**src/rtl/store_commit_buffer.sv**
```systemverilog
// Purpose: in-order queue of committed stores draining to the D-cache, with store-to-load forwarding.
// Latency: a push is visible on dc_req_* and to forwarding one cycle later; forwarding is combinational.
// Backpressure: dc_req_ready low holds the head stable; st_stall (full) stalls the ROB, and a push while full is dropped and flags overflow.
module store_commit_buffer #(
    parameter int DEPTH      = 4,
    parameter int ADDR_WIDTH = 26,
    parameter int DATA_WIDTH = 32
) (
    input  logic                       clk,
    input  logic                       rst_n,
    input  logic                       mem_wr_en,
    input  logic [ADDR_WIDTH-1:0]      mem_wr_addr,
    input  logic [DATA_WIDTH-1:0]      mem_wr_data,
    output logic                       st_stall,
    output logic                       dc_req_valid,
    output logic [ADDR_WIDTH-1:0]      dc_req_addr,
    output logic [DATA_WIDTH-1:0]      dc_req_data,
    input  logic                       dc_req_ready,
    input  logic                       ld_valid,
    input  logic [ADDR_WIDTH-1:0]      ld_addr,
    output logic                       fwd_hit,
    output logic [DATA_WIDTH-1:0]      fwd_data,
    output logic                       empty,
    output logic [$clog2(DEPTH):0]     count,
    output logic                       overflow
);

    localparam int PW = $clog2(DEPTH);
    localparam logic [PW:0] PTR_ONE = 1;

    logic [ADDR_WIDTH-1:0] addr_q [DEPTH];
    logic [ADDR_WIDTH-1:0] addr_d [DEPTH];
    logic [DATA_WIDTH-1:0] data_q [DEPTH];
    logic [DATA_WIDTH-1:0] data_d [DEPTH];
    logic [DEPTH-1:0]      vld_q, vld_d;
    logic [PW:0]           wr_ptr_q, wr_ptr_d;
    logic [PW:0]           rd_ptr_q, rd_ptr_d;
    logic                  overflow_q, overflow_d;

    logic [PW-1:0] wr_idx, rd_idx, scan_idx;
    logic          full, push, pop;

    // Pointer decode: MSB is the wrap bit, so equal low bits mean empty or full.
    assign wr_idx = wr_ptr_q[PW-1:0];
    assign rd_idx = rd_ptr_q[PW-1:0];
    assign empty  = (wr_ptr_q == rd_ptr_q);
    assign full   = (wr_idx == rd_idx) && (wr_ptr_q[PW] != rd_ptr_q[PW]);
    assign count  = wr_ptr_q - rd_ptr_q;

    assign st_stall     = full;
    assign overflow     = overflow_q;
    assign dc_req_valid = !empty;
    assign dc_req_addr  = dc_req_valid ? addr_q[rd_idx] : '0;
    assign dc_req_data  = dc_req_valid ? data_q[rd_idx] : '0;

    assign push = mem_wr_en && !full;
    assign pop  = dc_req_valid && dc_req_ready;

    // Next-state: write the tail on push, retire the head on pop, latch overflow on a rejected push.
    always_comb begin
        addr_d     = addr_q;
        data_d     = data_q;
        vld_d      = vld_q;
        wr_ptr_d   = wr_ptr_q;
        rd_ptr_d   = rd_ptr_q;
        overflow_d = overflow_q;
        if (push) begin
            addr_d[wr_idx] = mem_wr_addr;
            data_d[wr_idx] = mem_wr_data;
            vld_d[wr_idx]  = 1'b1;
            wr_ptr_d       = wr_ptr_q + PTR_ONE;
        end
        if (pop) begin
            vld_d[rd_idx] = 1'b0;
            rd_ptr_d      = rd_ptr_q + PTR_ONE;
        end
        if (mem_wr_en && full) begin
            overflow_d = 1'b1;
        end
    end

    // Forwarding: walk oldest to youngest so the last match (youngest) wins; only stored entries count.
    always_comb begin
        fwd_hit  = 1'b0;
        fwd_data = '0;
        scan_idx = '0;
        for (int i = 0; i < DEPTH; i++) begin
            scan_idx = rd_idx + PW'(i);
            if (ld_valid && vld_q[scan_idx] && (addr_q[scan_idx] == ld_addr)) begin
                fwd_hit  = 1'b1;
                fwd_data = data_q[scan_idx];
            end
        end
    end

    // State registers; reset drops every queued store, including an unaccepted head.
    always_ff @(posedge clk) begin
        if (!rst_n) begin
            addr_q     <= '{default: '0};
            data_q     <= '{default: '0};
            vld_q      <= '0;
            wr_ptr_q   <= '0;
            rd_ptr_q   <= '0;
            overflow_q <= 1'b0;
        end else begin
            addr_q     <= addr_d;
            data_q     <= data_d;
            vld_q      <= vld_d;
            wr_ptr_q   <= wr_ptr_d;
            rd_ptr_q   <= rd_ptr_d;
            overflow_q <= overflow_d;
        end
    end

endmodule

```
**config.mk**
```make
export PLATFORM = sky130hd
export DESIGN_NAME = store_commit_buffer
export DESIGN_NICKNAME = d
export VERILOG_FILES = /design/src/rtl/store_commit_buffer.sv
export SDC_FILE = /design/constraint.sdc
export NUM_CORES = 1
export LEC_CHECK = 0
export BUFFER_PORTS_ARGS = -buffer_cell sky130_fd_sc_hd__buf_2
export CORE_ASPECT_RATIO = 0.75
export CORE_MARGIN = 2
export CORE_UTILIZATION = 40
export DETAILED_ROUTE_END_ITERATION = 6
export PLACE_DENSITY = 0.6
export SLEW_MARGIN = 20
export SYNTH_ARGS = -nofsm -noshare
export SYNTH_HDL_FRONTEND = slang
export SYNTH_SLANG_ARGS = --single-unit
```
**constraint.sdc**
```tcl
create_clock -name clk -period 8.7 [get_ports clk]
set_clock_uncertainty 0.15 [all_clocks]
set_input_delay 0.435 -clock clk [delete_from_list [all_inputs] [get_ports clk]]
set_output_delay 0.435 -clock clk [all_outputs]
set_load 0.01 [all_outputs]
```
### Yosys cells after proc, flatten, opt, wreduce, memory -nomap -nowiden

Cells that the tools add are included.

* register bits after elaboration: 243
* bits of input ports: 89
* output and inout bits: 98
* word-level logic and storage cells: 117

* add/subtract/negate cells: 6
* magnitude comparators: 13
* equality and inequality tests: 7
* multiplexer cells: 54
* bitwise gates (word level): 8
* reduce and logical (&&, ||, !) cells: 17

Operators by type and width (number)
* 2-to-1 mux 32 bit: 14
* 2-to-1 mux 26 bit: 10
* binary-select mux 32 bit (select 2 bit): 4
* binary-select mux 26 bit (select 2 bit): 4
* bitwise mux 128 bit: 1
* bitwise mux 104 bit: 1
* == test 26 bit: 4
* demux 32 bit (select 2 bit): 1
* demux 26 bit (select 2 bit): 1
* greater-or-equal comparator 3 bit, second input constant: 5
* logical AND 1 bit: 15
* less-than comparator 2 x 3 -> 1 bit, second input constant: 5
* inverter 2 -> 3 bit: 5
* 2-to-1 mux 1 bit: 10
* binary-select mux 1 bit (select 2 bit): 4
* 2-to-1 mux 4 bit: 2
* adder 3 x 1 -> 3 bit, second input constant: 2
* adder 2 bit, second input constant: 2
* bitwise AND 4 bit: 1
* demux 1 bit (select 2 bit): 2
* greater-or-equal comparator 2 x 1 -> 1 bit, second input constant: 2
* inverter 4 bit: 1
* OR 4 bit: 1
* == test 3 bit: 1
* other kinds (6): 7

### Longest topological paths before layout

* depth after elaboration: 10
* gate-level depth with buffers: 20

### Least setup slack after synthesis

No wires, ideal clock.

* path kind: reg2out
* start point: register rd_ptr_q[0]
* end point: output port fwd_data[22]
* arrival: 3931 ps
* required time: 8115 ps
* path slack: 4184 ps
* stages on the path, launching flop included: 20
* buffers on the path: 10
* cells stage by stage: dfxtp_1 -> buf_2 -> inv_1 -> buf_2 -> buf_2 -> clkbuf_1 -> ha_1 -> buf_6 -> buf_12 -> buf_12 -> buf_12 -> mux4_2 -> xnor2_1 -> nand4_1 -> a2111oi_1 -> and4_1 -> buf_6 -> buf_6 -> nand2_1 -> a32oi_1

* elaborated cells between the ends (all ways): 55
* classes of those cells: 3 x add/sub; 4 x eq/ne; 36 x mux; 4 x bitwise; 8 x reduce/logical

RTL lines
* start, declared: line 37 `logic [PW:0] rd_ptr_q, rd_ptr_d;`
* start signal, assigned: line 110 `rd_ptr_q <= rd_ptr_d;`
* adder 2 bit (*): line 88 `scan_idx = rd_idx + PW'(i);`
* named net scan_idx[0]: line 40 `logic [PW-1:0] wr_idx, rd_idx, scan_idx;`
* inverter 2 -> 3 bit (not written as such): line 89, 91
* binary-select mux 26 bit (select 2 bit): line 89 `if (ld_valid && vld_q[scan_idx] && (addr_q[scan_idx] == ld_addr)) begin`
* 2-to-1 mux 26 bit (not written as such) (2 in series): line 89
* == test 26 bit: line 89
* logical AND 1 bit: line 89
* 2-to-1 mux 32 bit (*): line 89
* end, declared: line 22 `output logic [DATA_WIDTH-1:0] fwd_data,`

The timed path passes the listed nets; every way through them passes the cells marked *. The select of a mux whose other input is x is not followed.

### Worst setup path in the final report

* start point: register rd_ptr_q[1]
* end point: output port fwd_data[20]

* longest elaborated chain between the ends: 10
* elaborated cells between the ends (all ways): 55
* classes of those cells: 3 x add/sub; 4 x eq/ne; 36 x mux; 4 x bitwise; 8 x reduce/logical

Ends and longest elaborated chain (line)
* adder 2 x 1 -> 2 bit / inverter 2 -> 3 bit (equally long branches): 88, 89, 91
* inverter 2 -> 3 bit (not written as such) / binary-select mux 26 bit (select 2 bit) (equally long branches): 89, 91
* binary-select mux 26 bit (select 2 bit) / 2-to-1 mux 26 bit (equally long branches): 89
* 2-to-1 mux 26 bit (not written as such): 89
* 2-to-1 mux 26 bit (not written as such) / == test 26 bit (equally long branches): 89
* == test 26 bit / logical AND 1 bit (equally long branches): 89
* logical AND 1 bit / 2-to-1 mux 32 bit (equally long branches): 89
* 2-to-1 mux 32 bit (2 in series): 89
* 2-to-1 mux 32 bit (*): 89

Every way passes the cells marked *; elsewhere a longest branch is shown, timed or not. The select of a mux whose other input is x is not followed.

==> qor.yml <==
global_route:
  antenna_found_initial: 1
  gr-usage-all-layers_pct: 25.7
  grt_pass1_vias: 15557
  grt_pass1_wl_mm: 95.5
  grt_max_degree: 172
  gr-total-overflow: 0
routing:
  drtIter0Drc: 1678
  drc_errors: 0
  drtPass1Iterations: 6
  wirelength_mm: 62.0
  detail-route-antenna-nets: 0
  wl_per_cell_um: 23.1
  routed_via_density: 6.13
  num_vias: 16459
die:
  dieArea_um2: 47400
  num_rows: 67
  start_util_pct: 40.7
  die_h_um: 189
  coreArea_um2: 44800
  ios: 187
  die_w_um: 251
logic_synthesis:
  synth-adder-area-share_pct: 0.795
  synth_area_leaders: "dfxtp_1, mux4_2, nand2_1"
  synth_compound_area_share_pct: 17.1
  synth_top_family_by_area: "multiplexers"
  synth-simple-area-share_pct: 17.5
  postSynthCellCount: 2012
  ys.flop_type: "dfxtp_1"
  synth_nets: 2112
  synth_edf_count: 0
  synth_xor_area_share_pct: 3.98
  syn_avg_cell_area_um2: 9.07
  async_flop_share_pct: 0
  synth_top_area_share_pct: 26.6
  synth_cell_types: 67
  synth-seq-cells: 243
  yosys_warnings: 0
  syn_area_um2: 18300
  yosys.area.top_type: "dfxtp_1"
  seq_area_frac_synth_pct: 26.6
  yosys-mux-area-fraction_pct: 28.2
worst_setup_path:
  reg2reg_slack_ns: 3.94
  path_class: "reg -> out"
  cp-start-kind: "flip-flop"
  reg2reg_depth: 9
  critPathMaxStageDelay_ns: 0.98
  reg2reg_to: "addr_q[100]"
  crit_path_start: "rd_ptr_q[1]"
  crit_required_ns: 8.12
  cp_max_fo: 107
  crit_path_top_delay_cell: "dfxtp_4"
  cp_top_family: "simple AND/OR/NAND/NOR gates"
  cp.buffers_inverters: 3
  endpoint_kind: "output port"
  crit_chain: "inv_1 -> ha_4 -> buf_12 -> mux4_2 -> xnor2_1 -> nand4_1 -> nor4b_1 -> and3b_4 -> o21bai_1 -> a32oi_1 -> buf_2"
  r2r_start: "rd_ptr_q[0]"
  cp_data_arrival_time_ns: 6.49
finish:
  fin_nets: 2184
  fillCellCount: 4350
  drive_gt1_share_pct: 21.9
  final_cell_count_no_fill: 2684
  area_growth_pct: 11.6
worst_hold_path:
  worst_hold_path.endpoint: "addr_q[34]"
  min-delay-start: "mem_wr_addr[8]"
  hold_depth: 3
  hold_path_class: "in -> reg"
pwr:
  power_leakage_nw: 6.80
  netSwitchingFraction_pct: 35.4
  p_clk_share_pct: 31.6
  p_per_area_nw_per_um2: 182
  switchingPower_w: 0.00131
  p_int_w: 0.00239
  share_seq_of_total_power_pct: 34.2
  vdd_ir_drop_max_mv: 0.188
  pwr-share-comb_pct: 34.2
sta:
  fmax_ghz: 0.141
  setup_violations: 0
  worstMarginPinSlew_ns: 1.08
  rsz0062_at_grt: "false"
  min_period_over_period_pct: 81.3
  slew_headroom_pct: 28.3
  maxSlewViolCount: 0
  hold_viol: 0
  final.setup.tns_ns: 0
  timing.final.ws_setup_ns: 1.63
  period_needed_ns: 7.07
cts:
  clock_latency_ns: 0.56
  cts_max_path_buffers: 3
  cts_htree_levels: 1
  numCtsBuffers: 28
  cts-resized-gates: 0
  cts-root-buf: "clkbuf_16"
  path_clk_slew_ns: 0.06
  cts_setup_buffers: 0
  cts.sink_count: 243
  cts_tree: "done"
  cts_hold_buffers: 34
run:
  drv_cap: 0
outcome:
  status: "finished, final reports clean"
place:
  dp.final_hpwl_mm: 41.2
  port_buffers: 186
  routabilityCongestion: 0.915
  dp_cells: 2606
  pre_cts_ws_ns: 2.10
==> cells by family after synthesis <==
group	after synthesis
muxes	279
DFF	243
xor gates and xnor gates	83
AOI/OAI and AO/OA	420
and+or+nand+nor	760
adders and majority gates	11
buffers and inverters	216
==> cells in the final DEF, fill, tap and decap left out, types with 19 or more instances in the layout <==
cell type,n
nand3_1,40
buf_2,185
nand2_1,581
mux2i_1,84
buf_4,19
dlygate4sd3_1,34
nor2_1,28
dfxtp_1,241
a32oi_1,36
o21bai_1,33
a21boi_0,234
a21oi_1,25
and2_1,49
xnor2_1,68
o21ai_0,23
clkbuf_16,29
mux4_2,187
==> area by class of cell <==
cell class / count / area, µm² / share of cell area, %
Inverter: 17 / 63.8 / 0.313
Sequential cell: 243 / 4870 / 23.9
Tap cell: 586 / 733 / 3.60
Clock inverter: 6 / 80.1 / 0.393
Clock buffer: 37 / 796 / 3.91
Timing Repair Buffer: 241 / 1460 / 7.17
Multi-Input combinational cell: 1553 / 12400 / 60.7
Antenna cell: 1 / 2.50 / 0.0123
==> synth_stat cells (3+ instances only) <==
cell type,number
buf_2,33
dfxtp_1,243
nor2b_1,7
a2111oi_2,3
a32oi_1,36
buf_6,13
a21boi_0,234
or4_1,3
o211a_1,3
a221oi_1,4
o21ai_0,23
ha_1,10
a21oi_1,25
clkbuf_1,121
mux2i_1,84
nand4_1,13
mux4_2,187
o21bai_1,33
nor3_1,4
nor4_1,3
o221ai_1,4
nand2_1,585
xor2_1,15
xnor2_1,68
inv_1,17
buf_12,3
a22oi_1,5
o22ai_1,16
nor2_1,28
mux2_2,8
nand2b_1,5
nand3_1,41
buf_1,14
o211ai_1,4
a211oi_1,7
and3_1,8
and2_1,53
buf_4,13
==> layer usage <==
layer	track usage, %	vias up	routed length [µm]
met5	0	-	0
met4	6.61	0	1480
met3	5.18	95	5760
met2	39.1	815	27600
met1	37.4	8182	27200
li1	-	7367	-
==> stage by stage <==
stage          total power, W  hold slack [ns]  util [%]  cell area [µm²]
2_1_floorplan         0.00223            0.320         -            18300
3_3_place_gp          0.00251            0.324      42.7            19200
3_5_place_dp          0.00253            0.330      42.7            19200
4_1_cts               0.00371         0.000172      45.4            20400
5_1_grt               0.00386           0.0164      45.4            20400
6_report              0.00370           0.0172      45.4            20400
==> power by group through the flow <==
stage	clock [W]	sequential [W]	combinational [W]
finish	0.00117	0.00127	0.00126
CTS	0.00119	0.00127	0.00125
global placement	0	0.00128	0.00122
floorplan	0	0.00123	0.00101
global route	0.00123	0.00128	0.00135
detailed placement	0	0.00129	0.00124
==> worst max-delay path by stage <==
stage | to | slack, ns | cells after the start
finish | fwd_data[20] | 1.63 | 11
CTS | fwd_data[20] | 1.49 | 11
global placement | fwd_data[20] | 2.40 | 11
detailed placement | fwd_data[20] | 2.10 | 11
floorplan | fwd_data[22] | 4.18 | 19
global route | fwd_data[31] | 1.39 | 11
==> state kept, by name, indices dropped and copies added (netlist names) <==
name / cells
rd_ptr_q: 3
wr_ptr_q: 3
overflow: 1
vld_q: 4
addr_q: 104
data_q: 128
==> worst register-to-register path, stage by stage (launching register included) <==
cell and delay [ns]:
dfxtp_4 0.76, buf_12 0.69, ha_1 0.48, nand2_1 0.08, nor2_1 0.09, nor2b_1 0.66, and2_2 0.83, buf_4 0.62
nand2_1 0.12, a21boi_0 0.19
Note: power is estimated with default switching activity, not from simulation.
